<file path="src/rtl/piso_serializer_pkg.sv">
// -----------------------------------------------------------------------------
// piso_serializer_pkg
//   Shared constants and types for the parallel-in/serial-out serializer and
//   the shift_reg it feeds.
//   - DIR_MSB_FIRST / DIR_LSB_FIRST: serialization direction. The same values
//     drive shift_reg.dir, so a word shifted out in one direction lands in the
//     downstream register in its original bit positions.
//   - state_e: serializer FSM states (IDLE waits for a word, SHIFT emits bits).
//   - first_bit(): selects the bit that leaves first for a given direction.
// -----------------------------------------------------------------------------
package piso_serializer_pkg;

  // Serialization direction, shared with shift_reg.dir.
  localparam logic DIR_MSB_FIRST = 1'b0;
  localparam logic DIR_LSB_FIRST = 1'b1;

  // Serializer FSM states.
  typedef enum logic {
    ST_IDLE  = 1'b0,
    ST_SHIFT = 1'b1
  } state_e;

  // Pick the outgoing bit from the two candidate ends of a word.
  // msb_bit / lsb_bit are the two ends; dir selects which one leaves first.
  function automatic logic first_bit(input logic dir, input logic msb_bit,
                                     input logic lsb_bit);
    logic b;
    if (dir == DIR_MSB_FIRST) begin
      b = msb_bit;
    end else begin
      b = lsb_bit;
    end
    return b;
  endfunction

endpackage

</file>
<file path="src/rtl/piso_serializer_bit_counter.sv">
// -----------------------------------------------------------------------------
// piso_serializer_bit_counter
//   Counts the bit positions of the word currently being serialized.
//   Ports:
//     clk       in   clock, posedge
//     reset_n   in   synchronous active-low reset (count -> 0)
//     i_clear   in   synchronous clear to 0 (abort, word accept, word end)
//     i_enable  in   advance by one (an un-held, non-final bit was emitted)
//     o_last    out  terminal count: counter == WIDTH-1
//   The owner never enables the counter on its terminal count (it clears it
//   instead), so the count stays within 0..WIDTH-1 and no wrap is needed.
// -----------------------------------------------------------------------------
module piso_serializer_bit_counter #(
  parameter int WIDTH = 8
) (
  input  logic clk,
  input  logic reset_n,
  input  logic i_clear,
  input  logic i_enable,
  output logic o_last
);

  localparam int CW = (WIDTH > 1) ? $clog2(WIDTH) : 1;
  localparam logic [CW-1:0] LAST_COUNT = CW'(WIDTH - 1);

  logic [CW-1:0] r_count;

  // Bit position register: reset/clear win, otherwise step on enable.
  always_ff @(posedge clk) begin
    if (!reset_n) begin
      r_count <= {CW{1'b0}};
    end else if (i_clear) begin
      r_count <= {CW{1'b0}};
    end else if (i_enable && (r_count != LAST_COUNT)) begin
      r_count <= r_count + CW'(1);
    end else begin
      r_count <= r_count;
    end
  end

  assign o_last = (r_count == LAST_COUNT);

endmodule

</file>
<file path="src/rtl/piso_serializer.sv">
// -----------------------------------------------------------------------------
// piso_serializer
//   Parallel-in/serial-out stage placed directly upstream of shift_reg.
//   A WIDTH-bit word is accepted over valid/ready and emitted one bit per
//   un-held cycle on ser_d; ser_ena/ser_dir drive shift_reg.ena/dir, so after
//   WIDTH enabled cycles shift_reg holds the original word.
//   Ports:
//     clk        in   clock, all logic on posedge
//     reset_n    in   synchronous active-low reset
//     in_valid   in   in_data/in_dir valid this cycle
//     in_ready   out  a word can be accepted this cycle (gated by reset_n)
//     in_data    in   parallel word [WIDTH-1:0]
//     in_dir     in   0 = MSB first, 1 = LSB first
//     out_hold   in   downstream stall, freezes serialization
//     abort      in   synchronous flush of the word in flight
//     ser_d      out  serial data bit          -> shift_reg.d
//     ser_ena    out  bit valid / shift enable -> shift_reg.ena
//     ser_dir    out  direction of word        -> shift_reg.dir
//     word_done  out  pulse coincident with the last bit of a word
// -----------------------------------------------------------------------------
module piso_serializer
  import piso_serializer_pkg::*;
#(
  parameter int WIDTH = 8
) (
  input  logic             clk,
  input  logic             reset_n,
  input  logic             in_valid,
  output logic             in_ready,
  input  logic [WIDTH-1:0] in_data,
  input  logic             in_dir,
  input  logic             out_hold,
  input  logic             abort,
  output logic             ser_d,
  output logic             ser_ena,
  output logic             ser_dir,
  output logic             word_done
);

  state_e           r_state;
  logic [WIDTH-1:0] r_data;
  logic             r_dir;
  logic             r_ser_d;

  logic             w_last;
  logic             w_shifting;
  logic             w_accept;
  logic             w_cnt_clear;
  logic             w_cnt_enable;
  logic [WIDTH-1:0] w_data_shift;
  logic             w_next_bit;
  logic             w_load_bit;

  // Handshake: a new word may enter while idle, or on the final un-held bit
  // of the current word so back-to-back words run without a bubble.
  assign in_ready = reset_n & ~abort &
                    ((r_state == ST_IDLE) |
                     ((r_state == ST_SHIFT) & w_last & ~out_hold));
  assign w_accept = in_valid & in_ready;

  // A bit is presented to shift_reg whenever a word is in flight and the
  // downstream is not stalling.
  assign w_shifting = (r_state == ST_SHIFT) & ~out_hold;
  assign ser_ena    = w_shifting;
  assign word_done  = w_shifting & w_last;
  assign ser_d      = r_ser_d;
  assign ser_dir    = r_dir;

  // The data register moves toward the outgoing end, so the next bit to send
  // is always at the same end of the shifted word.
  assign w_data_shift = (r_dir == DIR_MSB_FIRST) ? {r_data[WIDTH-2:0], 1'b0}
                                                 : {1'b0, r_data[WIDTH-1:1]};
  assign w_next_bit   = first_bit(r_dir, w_data_shift[WIDTH-1], w_data_shift[0]);
  assign w_load_bit   = first_bit(in_dir, in_data[WIDTH-1], in_data[0]);

  // Counter restarts on flush, on a new word, and after the final bit.
  assign w_cnt_clear  = abort | w_accept | (w_shifting & w_last);
  assign w_cnt_enable = w_shifting & ~w_last;

  piso_serializer_bit_counter #(
    .WIDTH (WIDTH)
  ) u_bit_counter (
    .clk      (clk),
    .reset_n  (reset_n),
    .i_clear  (w_cnt_clear),
    .i_enable (w_cnt_enable),
    .o_last   (w_last)
  );

  // FSM, data register and serial output register. Priority: reset, abort,
  // accept, then normal shifting; out_hold freezes everything.
  always_ff @(posedge clk) begin
    if (!reset_n) begin
      r_state <= ST_IDLE;
      r_data  <= {WIDTH{1'b0}};
      r_dir   <= DIR_MSB_FIRST;
      r_ser_d <= 1'b0;
    end else if (abort) begin
      r_state <= ST_IDLE;
      r_data  <= {WIDTH{1'b0}};
      r_dir   <= r_dir;
      r_ser_d <= 1'b0;
    end else if (w_accept) begin
      r_state <= ST_SHIFT;
      r_data  <= in_data;
      r_dir   <= in_dir;
      r_ser_d <= w_load_bit;
    end else if (w_shifting) begin
      if (w_last) begin
        // Final bit leaves this cycle and nothing new arrived.
        r_state <= ST_IDLE;
        r_data  <= {WIDTH{1'b0}};
        r_dir   <= r_dir;
        r_ser_d <= 1'b0;
      end else begin
        r_state <= ST_SHIFT;
        r_data  <= w_data_shift;
        r_dir   <= r_dir;
        r_ser_d <= w_next_bit;
      end
    end else begin
      r_state <= r_state;
      r_data  <= r_data;
      r_dir   <= r_dir;
      r_ser_d <= r_ser_d;
    end
  end

endmodule

</file>
<file path="config.mk">
export PLATFORM = sky130hd
export DESIGN_NAME = piso_serializer
export DESIGN_NICKNAME = d
export VERILOG_FILES = /design/src/rtl/piso_serializer_pkg.sv /design/src/rtl/piso_serializer_bit_counter.sv /design/src/rtl/piso_serializer.sv
export SDC_FILE = /design/constraint.sdc
export NUM_CORES = 1
export LEC_CHECK = 0
export ABC_CLOCK_PERIOD_IN_PS = 1840
export BUFFER_PORTS_ARGS = -buffer_cell sky130_fd_sc_hd__buf_2
export CORE_ASPECT_RATIO = 1.4
export CORE_UTILIZATION = 25
export CTS_CLUSTER_SIZE = 14
export DETAILED_ROUTE_END_ITERATION = 8
export SETUP_SLACK_MARGIN = 0.15
export SLEW_MARGIN = 20
export SYNTH_ARGS = -nofsm -noshare
export SYNTH_HDL_FRONTEND = slang
export SYNTH_HIERARCHICAL = 1
export SYNTH_SLANG_ARGS = --single-unit
export TNS_END_PERCENT = 50
</file>
<file path="constraint.sdc">
create_clock -name clk -period 1.84 [get_ports clk]
set_input_delay 0.184 -clock clk [delete_from_list [all_inputs] [get_ports clk]]
set_output_delay 0.184 -clock clk [all_outputs]
set_load 0.005 [all_outputs]
</file>
==> results of run 1 <==
state kept, by name (all words and copies together), names as in the netlist:
name                   cells
r_data                     8
ser_d                      1
r_state                    1
u_bit_counter/r_count      3
ser_dir                    1
repair_timing:
action	CTS	global route
pin swaps	0	1
setup buffers	0	3
endpoints found under the setup margin	4	4
resized for setup	1	2
layout make-up:
cell class | instances | area, um2 | area share
multi-input cells | 55 | 469 | 0.475
clock buffers | 4 | 55.1 | 0.0558
repair buffers | 22 | 133 | 0.134
inverters | 1 | 3.75 | 0.00380
flip-flops and latches | 14 | 280 | 0.284
well taps | 37 | 46.3 | 0.0469
power groups by stage:
stage          clock network, W  registers (W)  logic [W]
2_1_floorplan                 0       0.000318  0.0000450
3_3_place_gp                  0       0.000321  0.0000651
3_5_place_dp                  0       0.000321  0.0000661
4_1_cts                0.000309       0.000315  0.0000668
5_1_grt                0.000318       0.000316  0.0000791
6_report               0.000300       0.000315  0.0000719
worst paths after layout:
check,slack [ps],cells after the start,startpoint,endpoint
worst min register to register,460,2,r_data[0],r_data[0]
worst max register to register,280,6,u_bit_counter/r_count[0],u_bit_counter/r_count[2]
worst max-delay path,240,6,u_bit_counter/r_count[0],in_ready
worst min-delay path,170,3,in_valid,r_state
cells in the mapped netlist (2+ instances only):
| library cell | instances | area (um2) |
|---|---|---|
| ha_1 | 2 | 25.0 |
| nand2b_2 | 2 | 17.5 |
| nor2_1 | 13 | 48.8 |
| mux2_4 | 6 | 90.1 |
| a222oi_1 | 7 | 70.1 |
| nand2b_1 | 2 | 12.5 |
| nand3b_1 | 2 | 15.0 |
| buf_6 | 2 | 22.5 |
| mux2i_1 | 3 | 30.0 |
| and2_1 | 2 | 12.5 |
| nand2_1 | 3 | 11.3 |
| dfxtp_1 | 14 | 280 |
kinds of logic (layout without fill, tap and decap cells):
logic type               Yosys count  in the layout
adder cells (fa/ha/maj)            2              2
flip-flops                        14             14
multiplexers                      11             11
AO/OA/AOI/OAI                     12             12
buffers and inverters              4             27
XOR/XNOR                           1              1
AND/OR/NAND/NOR                   29             29
per-stage QoR:
stage          instance area (um2)  total power [W]  worst slack (ps)  instances
2_1_floorplan                  768         0.000363               165         73
3_3_place_gp                   882         0.000386               193        126
3_5_place_dp                   882         0.000388               119        126
4_1_cts                        940         0.000690               157        130
5_1_grt                        987         0.000713               147        133
6_report                       987         0.000687               243        133
cells in the final DEF, fill, tap and decap left out:
cell,n
dfxtp_1,14
nor2_4,1
mux2_1,1
a21oi_1,1
nor2b_4,1
nand2_1,3
a222oi_1,7
nand2b_1,2
buf_4,3
ha_4,1
inv_2,1
or3_1,1
nor2_1,13
a32oi_1,1
and2_1,2
o21a_1,1
clkbuf_8,4
ha_2,1
mux2i_1,3
a31oi_1,1
a21oi_4,1
nand3b_1,2
mux2_4,6
nor2b_1,1
nand2b_2,2
buf_2,18
buf_12,1
and2b_2,1
xnor2_1,1
mux2_2,1
routing by layer:
metal | vias to the layer above | global-route usage
met4 | 0 | 0.0772
met3 | 6 | 0.0270
li1 | 314 | -
met1 | 312 | 0.117
met2 | 22 | 0.208
met5 | - | 0
worst max-delay path, delay by kind of cell, from the launching register on:
family	cells	cell delay, ps
fa+ha+maj	2	360
flops	1	350
simple gates	3	340
buf+inv	1	120
==> key figures, run 1 <==
Synthesis
  • Synthesized net count: 89
  • Gate Count Post-Synth: 73
  • Main synth FF type: dfxtp_1
  • Seq/Total Area, Yosys: 0.365
  • Compound-cell area share of the yosys netlist: 0.148
  • Fraction of registers with async set/reset: 0
  • Syn avg cell area: around 11 um2
  • Area share of xor/xnor cells in the synthesized design: 0.0114
  • Yosys reg bits: 14
  • EDFF count, synth: 0
  • Mux contribution to synthesized area: 0.186
  • Largest family of logic cells by synthesized area: simple AND/OR/NAND/NOR gates
  • Library cells used by synthesis: 27
  • Adder-Cell Fraction of Synth Area: 0.0326
  • Synthesis Warnings: 6
  • Mapped Area: roughly 770 um2
  • Simple-gate share of the synthesized area: 0.213

Timing
  • Clock Skew: 1.24 ps
  • Hold Worst Slack: 165 ps
  • Minimum clock period: 1600 ps
  • Final Max Slew Viols: 0
  • Final worst-path cycle share: 0.868
  • Max Fclk: 626 MHz
  • Headroom to the max-slew limit: 0.661
  • # setup viols final: 0
  • Worst Max-Slew Pin Slew: 509 ps
  • Final Hold Fails: 0
  • Unrepaired setup endpoints after global routing: no
  • Post-route setup TNS: 0 ps

Layout
  • Fill cell count: 299
  • Nets: 113
  • Fin util: 0.340
  • Area Overhead vs Synth: 28.5%
  • Antenna diodes: 0
  • Share of layout cells above drive strength 1: 0.438

Worst setup path
  • CP max-delay cell: dfxtp_1
  • Arr. time, crit path: 1410 ps
  • Crit-path cells: ha_2 -> ha_4 -> nand2b_2 -> and2_1 -> nor2_1 -> buf_2
  • Max incr delay on CP: 350 ps
  • Worst Setup Path Type: reg -> out
  • Crit start category: register
  • Max FO, Critical Path: 4
  • Worst Path Required: 1660 ps
  • Critical path capture point type: output pin

Route
  • Met3 Routed Length: 82 um
  • Vias after detailed routing: between 600 and 700
  • M1 wire length: 738 um
  • Routed vias/inst: 4.92
  • Residual DRC count: 0
  • DR top layer: met4
  • Routed Antenna Nets: 0
  • DRT Pass-1 Iters: 5
  • Initial DRC count: 41
  • Met2 routed WL: 936 um
  • Post-DR wirelength/cell: 13.6 um
  • Final wirelength: roughly 1.8 mm

Outcome
  • Outcome: complete, no violations

Global routing
  • Gr ovfl total: 0
  • Largest net degree at the start of global routing: 13
  • GRT Util Overall: 0.114
  • First-pass GRT wire length: 2.84 mm
  • Vias in the first global route: 666
  • Antenna violations before repair: 0

Floorplan
  • Total core area: 2910 um2
  • Cell Rows: 23
  • Die Wd: 48.9 um
  • Die Y-Extent: 67.6 um
  • I/O pin total: 19
  • Initial Util: 0.264
  • Die ar.: roughly 3300 um2

Power and ir drop
  • Switch share: 0.220
  • Lkg Pwr: around 0.4 nW
  • PwrDens: 696 nW/um2
  • Clk network pwr share: 0.437
  • Max IR drop VDD: 0.447 mV
  • Switch Pwr: 0.000151 W
  • P_int: 0.000536 W
  • Power share of the combinational group: 0.105
  • Sequential share of power: 0.458

Clock network
  • H-tree Lvls: 1
  • TritonCTS clock tree: built
  • Root Driver: clkbuf_8
  • TritonCTS Sinks: 14
  • Reg clk slew, reported paths: 60 ps
  • # hold bufs at CTS: 0
  • Clk Latency, worst-skew pair: 240 ps
  • CTS Buf Count: 3
  • Max clock buf depth: 2

Placement
  • Number of port buffers: 18
  • Post-DP HPWL: roughly 1.3 mm
  • Routability cong.: 0.748

Run
  • # Max-Cap Violations: 0

Min path
  • Hold WC Path Type: in -> reg
No activity file was read; power rests on OpenSTA's default activity.
==> run 2: changes to the inputs <==
--- a/config.mk
+++ b/config.mk
@@ -5,11 +5,11 @@
 export SDC_FILE = /design/constraint.sdc
 export NUM_CORES = 1
 export LEC_CHECK = 0
-export ABC_CLOCK_PERIOD_IN_PS = 1840
+export ABC_CLOCK_PERIOD_IN_PS = 1400
 export BUFFER_PORTS_ARGS = -buffer_cell sky130_fd_sc_hd__buf_2
 export CORE_ASPECT_RATIO = 1.4
 export CORE_UTILIZATION = 25
-export CTS_CLUSTER_SIZE = 14
+export CTS_CLUSTER_SIZE = 10
 export DETAILED_ROUTE_END_ITERATION = 8
 export SETUP_SLACK_MARGIN = 0.15
 export SLEW_MARGIN = 20
==> constraint.sdc (replaced) <==
create_clock -name clk -period 1.4 [get_ports clk]
set_input_delay 0.14 -clock clk [delete_from_list [all_inputs] [get_ports clk]]
set_output_delay 0.14 -clock clk [all_outputs]
set_load 0.005 [all_outputs]
==> key figures, run 2 (synthesized netlist as in run 1, its figures left out) <==
Outcome
  • Outcome: finished, violations left
  • Failing checks: negative setup slack

Clock network
  • CTS Buf Count: 3
  • # hold bufs at CTS: 0
  • H-tree Lvls: 1
  • TritonCTS clock tree: built
  • Clk Latency, worst-skew pair: 240 ps
  • Max clock buf depth: 2
  • Reg clk slew, reported paths: 60 ps
  • Root Driver: clkbuf_8
  • TritonCTS Sinks: 14

Timing
  • Max Fclk: 659 MHz
  • Clock Skew: 4.07 ps
  • Minimum clock period: about 1500 ps
  • Final worst-path cycle share: 1.08
  • Worst Max-Slew Pin Slew: 467 ps
  • Final worst slack: -118 ps
  • Post-route setup TNS: -657 ps
  • Unrepaired setup endpoints after global routing: yes
  • # setup viols final: 11
  • Headroom to the max-slew limit: 0.689
  • Final Hold Fails: 0
  • Final Max Slew Viols: 0

Layout
  • Most common cell after layout, fill and taps aside: buf_2
  • Share of layout cells above drive strength 1: 0.539
  • Biggest register: r_data
  • Multi-input logic area: roughly 510 um2
  • Fin util: 0.370
  • Max reg flops: 8
  • Area Overhead vs Synth: 40.1%
  • Nets: 119
  • Fill cell count: 296
  • Reg area: 285 um2
  • Antenna diodes: 0
  • Commonest non-fill, non-tap cells in the layout: 19 x buf_2, 12 x dfxtp_1, 10 x nor2_1, 7 x a222oi_1, 6 x mux2_4
  • Biggest regs: r_data (8), u_bit_counter/r_count (3)

Route
  • Routed Antenna Nets: 0
  • Initial DRC count: between 40 and 50
  • Residual DRC count: 0
  • Routed vias/inst: 4.78
  • Post-DR wirelength/cell: 13.6 um
  • Vias after detailed routing: about 660
  • DRT Pass-1 Iters: 4
  • Final wirelength: 1.89 mm

Worst setup path
  • Worst reg2reg startpoint: u_bit_counter/r_count[1]
  • Critical Path End: u_bit_counter/r_count[1]
  • CP Launch Point: u_bit_counter/r_count[1]
  • Worst Setup Path Type: reg -> reg
  • Worst reg2reg path depth: 7
  • Crit start category: register
  • Critical path capture point type: register
  • Worst Path Required: 1580 ps
  • R2R setup slack: -120 ps
  • Reg2reg end: u_bit_counter/r_count[1]
  • Arr. time, crit path: 1700 ps
  • Max FO, Critical Path: 6

Global routing
  • Vias in the first global route: 694
  • Antenna violations before repair: 0
  • GRT Util Overall: 0.124
  • First-pass GRT wire length: 3.17 mm
  • Largest net degree at the start of global routing: 12
  • Gr ovfl total: 0

Floorplan
  • Cell Rows: 23
  • Die Wd: 48.9 um
  • Total core area: 2910 um2
  • Die Y-Extent: 67.6 um
  • I/O pin total: 19
  • Initial Util: 0.264
  • Die ar.: 3300 um2

Placement
  • Routability cong.: approximately 0.80
  • Post-DP HPWL: between 1 and 1.5 mm
  • DP Worst Slack: -82.0 ps
  • Number of port buffers: 18

Power and ir drop
  • PwrDens: 849 nW/um2
  • Lkg Pwr: 0.434 nW
  • Max IR drop VDD: 0.504 mV

Min path
  • Hold WC Path Type: in -> reg
  • Hold_sp: in_valid

Run
  • # Max-Cap Violations: 0
==> run 2: cell count changes in the layout (fill, tap and decap cells not counted), moves of 2 or more <==
cell	delta
nor2_1	-3
nor2_2	+3
buf_4	+2
buf_6	+2
dfxtp_1	-2
nand2b_4	+2
==> run 2: what timing repair did <==
action | 4_1_cts | 5_1_grt
pin swaps | 2 | 9
setup endpoints to repair | 15 | 15
setup buffers | 2 | 0
gates resized for setup | 4 | 3
gates cloned | 1 | 1
==> run 2: per-stage QoR <==
| stage | cell area [um2] | total power (W) | hold WS, ps | std cells |
|---|---|---|---|---|
| finish | 1080 | 0.000913 | 132 | 139 |
| global route | 1080 | 0.000960 | 151 | 139 |
| CTS | 1060 | 0.000927 | 134 | 138 |
| detailed placement | 972 | 0.000519 | 393 | 131 |
| global placement | 972 | 0.000518 | 371 | 131 |
| floorplan | 808 | 0.000480 | 261 | 73 |
==> run 2: layout make-up <==
class                   instances  area share
multi-input cells              56       0.474
flip-flops and latches         14       0.265
well taps                      37      0.0430
repair buffers                 27       0.163
inverters                       1     0.00349
clock buffers                   4      0.0512
==> run 2: worst min path at each step <==
stage                    to  cells past startpoint
floorplan           r_state                      2
global placement    r_state                      3
detailed placement  r_state                      3
CTS                 r_state                      3
global route        r_state                      3
finish              r_state                      3
==> run 2: routing by layer <==
layer | track usage | vias to the layer above | share of wire
met3 | 0.0315 | 0 | 0.042
met5 | 0 | - | 0
met4 | 0.0441 | 0 | 0
met1 | 0.136 | 322 | 0.40
li1 | - | 329 | -
met2 | 0.233 | 13 | 0.56
==> run 2: worst max-delay path, cell delays in order (launching register included) <==
cell and delay, ps:
dfxtp_4 360, ha_4 160, ha_4 170, nand2b_4 90, a21oi_4 90, or3_1 330
nand2b_4 170, nor2_2 80
==> run 2: power by group <==
group          switching (W)  internal, W
combinational      0.0000519    0.0000581
sequential        0.00000471     0.000403
clock               0.000147     0.000249
total               0.000204     0.000710
==> run 3: changes to the inputs <==
--- a/config.mk
+++ b/config.mk
@@ -7,10 +7,10 @@
 export LEC_CHECK = 0
 export ABC_CLOCK_PERIOD_IN_PS = 1400
 export BUFFER_PORTS_ARGS = -buffer_cell sky130_fd_sc_hd__buf_2
-export CORE_ASPECT_RATIO = 1.4
-export CORE_UTILIZATION = 25
+export CORE_UTILIZATION = 45
 export CTS_CLUSTER_SIZE = 10
 export DETAILED_ROUTE_END_ITERATION = 8
+export PLACE_DENSITY = 0.72
 export SETUP_SLACK_MARGIN = 0.15
 export SLEW_MARGIN = 20
 export SYNTH_ARGS = -nofsm -noshare
==> key figures, run 3 (synthesized netlist as in run 1, its figures left out) <==
Timing
  • Headroom to the max-slew limit: 0.721
  • Unrepaired setup endpoints after global routing: yes
  • Post-route setup TNS: -857 ps
  • Clock Skew: 9.99 ps
  • Final Hold Fails: 0
  • Final Max Slew Viols: 0
  • # setup viols final: 11
  • Worst Max-Slew Pin Slew: 418 ps
  • Minimum clock period: 1510 ps
  • Final worst-path cycle share: 1.08
  • Final worst slack: -108 ps
  • Max Fclk: 663 MHz

Clock network
  • Root Driver: clkbuf_4
  • TritonCTS clock tree: built
  • Reg clk slew, reported paths: ~90 ps
  • Clk Latency, worst-skew pair: 290 ps
  • Max clock buf depth: 2
  • # hold bufs at CTS: 0
  • CTS Buf Count: 3
  • TritonCTS Sinks: 14
  • H-tree Lvls: 1

Power and ir drop
  • Pwr Total: 0.000822 W
  • Lkg Pwr: about 0.43 nW
  • PwrDens: 792 nW/um2
  • Max IR drop VDD: 0.486 mV

Placement
  • Routability cong.: 0.772
  • DP Worst Slack: -84.3 ps
  • Post-DP HPWL: around 1.2 mm
  • Inst Count DP: around 110
  • Number of port buffers: 18
  • Placement Cell Area: 938 um2

Worst setup path
  • WP depth: 6
  • CP max-delay cell: or3_4
  • Crit path top cell by count: ha_4
  • Max FO, Critical Path: 4
  • Crit start category: register
  • Buf+Inv Stages, Crit Path: 0
  • CP Launch Point: u_bit_counter/r_count[1]
  • Arr. time, crit path: 1730 ps
  • Worst reg2reg path depth: 6
  • Critical Path End: u_bit_counter/r_count[2]
  • Crit-path cells: ha_4 -> ha_4 -> and2_1 -> or3_4 -> nand2b_4 -> nor2_1
  • Max incr delay on CP: 370 ps
  • Reg2reg end: u_bit_counter/r_count[2]
  • Worst Path Required: 1620 ps
  • Critical path capture point type: register
  • Worst reg2reg startpoint: u_bit_counter/r_count[1]
  • CP delay by family, top: simple AND/OR/NAND/NOR gates
  • R2R setup slack: -110 ps
  • Worst Setup Path Type: reg -> reg

Global routing
  • GRT Util Overall: 0.217
  • First-pass GRT wire length: between 2 and 3 mm
  • Antenna violations before repair: 0
  • Largest net degree at the start of global routing: 12
  • Gr ovfl total: 0
  • Vias in the first global route: 692

Layout
  • Most common cell after layout, fill and taps aside: buf_2
  • Max reg flops: 8
  • Nets: 119
  • Antenna diodes: 0
  • Fill cell count: 130
  • Share of layout cells above drive strength 1: 0.539
  • Biggest regs: r_data (8), u_bit_counter/r_count (3)
  • Count of non-filler cells in the finished layout: 118
  • Area Overhead vs Synth: 35.2%
  • Final instance area: approximately 1000 um2
  • Commonest non-fill, non-tap cells in the layout: 18 x buf_2, 12 x dfxtp_1, 11 x nor2_1, 7 x a222oi_1
  • Biggest register: r_data

Route
  • Vias after detailed routing: 694
  • Final wirelength: 1.82 mm
  • Routed vias/inst: roughly 5.9
  • Initial DRC count: 34
  • DRT Pass-1 Iters: 7
  • DR top layer: met4
  • Routed Antenna Nets: 0
  • Met3 Routed Length: 123 um
  • Residual DRC count: 4
  • Met2 routed WL: a little over 900 um
  • Post-DR wirelength/cell: 15.4 um
  • M1 wire length: about 760 um

Outcome
  • Failing checks: design-rule violations, negative setup slack
  • Outcome: finished, violations left

Floorplan
  • Die Y-Extent: between 40 and 50 um
  • Total core area: approximately 1600 um2
  • Die Wd: 43.3 um
  • I/O pin total: 19
  • Die ar.: 1880 um2
  • Initial Util: 0.493
  • Cell Rows: 14

Min path
  • Hold_sp: in_valid
  • Worst hold path depth: 3
  • Hold WC Path Type: in -> reg

Run
  • # Max-Cap Violations: 0
run 3: cell counts in the layout (fill, tap and decap cells not counted):
Identical to the previous run, type by type.
run 3: how the worst min path moves through the flow:
stage	to	slack, ps
global route	r_state	120
CTS	r_state	80
detailed placement	r_state	390
global placement	r_state	380
finish	r_state	100
floorplan	r_state	260
run 3: per-stage QoR:
step | util | hold slack, ps
after CTS | 0.653 | 84.3
after floorplan | - | 261
after detailed placement | 0.602 | 388
after global placement | 0.602 | 383
after global routing | 0.666 | 117
final | 0.666 | 97.0
run 3: metal layers:
metal	global-route usage	vias to the layer above
met3	0.0809	4
met2	0.361	31
met4	0.0750	0
li1	-	329
met5	0	-
met1	0.257	330
run 3: area by class of cell:
cell class / count / area [um2] / area share
repair buffers: 27 / 178 / 0.171
multi-input cells: 56 / 518 / 0.499
well taps: 16 / 20.0 / 0.0193
flip-flops and latches: 14 / 283 / 0.272
inverters: 1 / 3.75 / 0.00361
clock buffers: 4 / 36.3 / 0.0349
run 3: timing repair:
action	CTS	global route
gates cloned	1	0
setup buffers	3	1
endpoints found under the setup margin	15	15
pin swaps	5	12
resized for setup	4	3
run 3: worst min-delay path, cell delays in order:
cell    delay [ps]
buf_2           90
nor2_1          50
nor2_1          70
run 3: power breakdown:
group          internal [W]  switching (W)
clock              0.000158       0.000138
combinational     0.0000622      0.0000550
sequential         0.000404     0.00000480
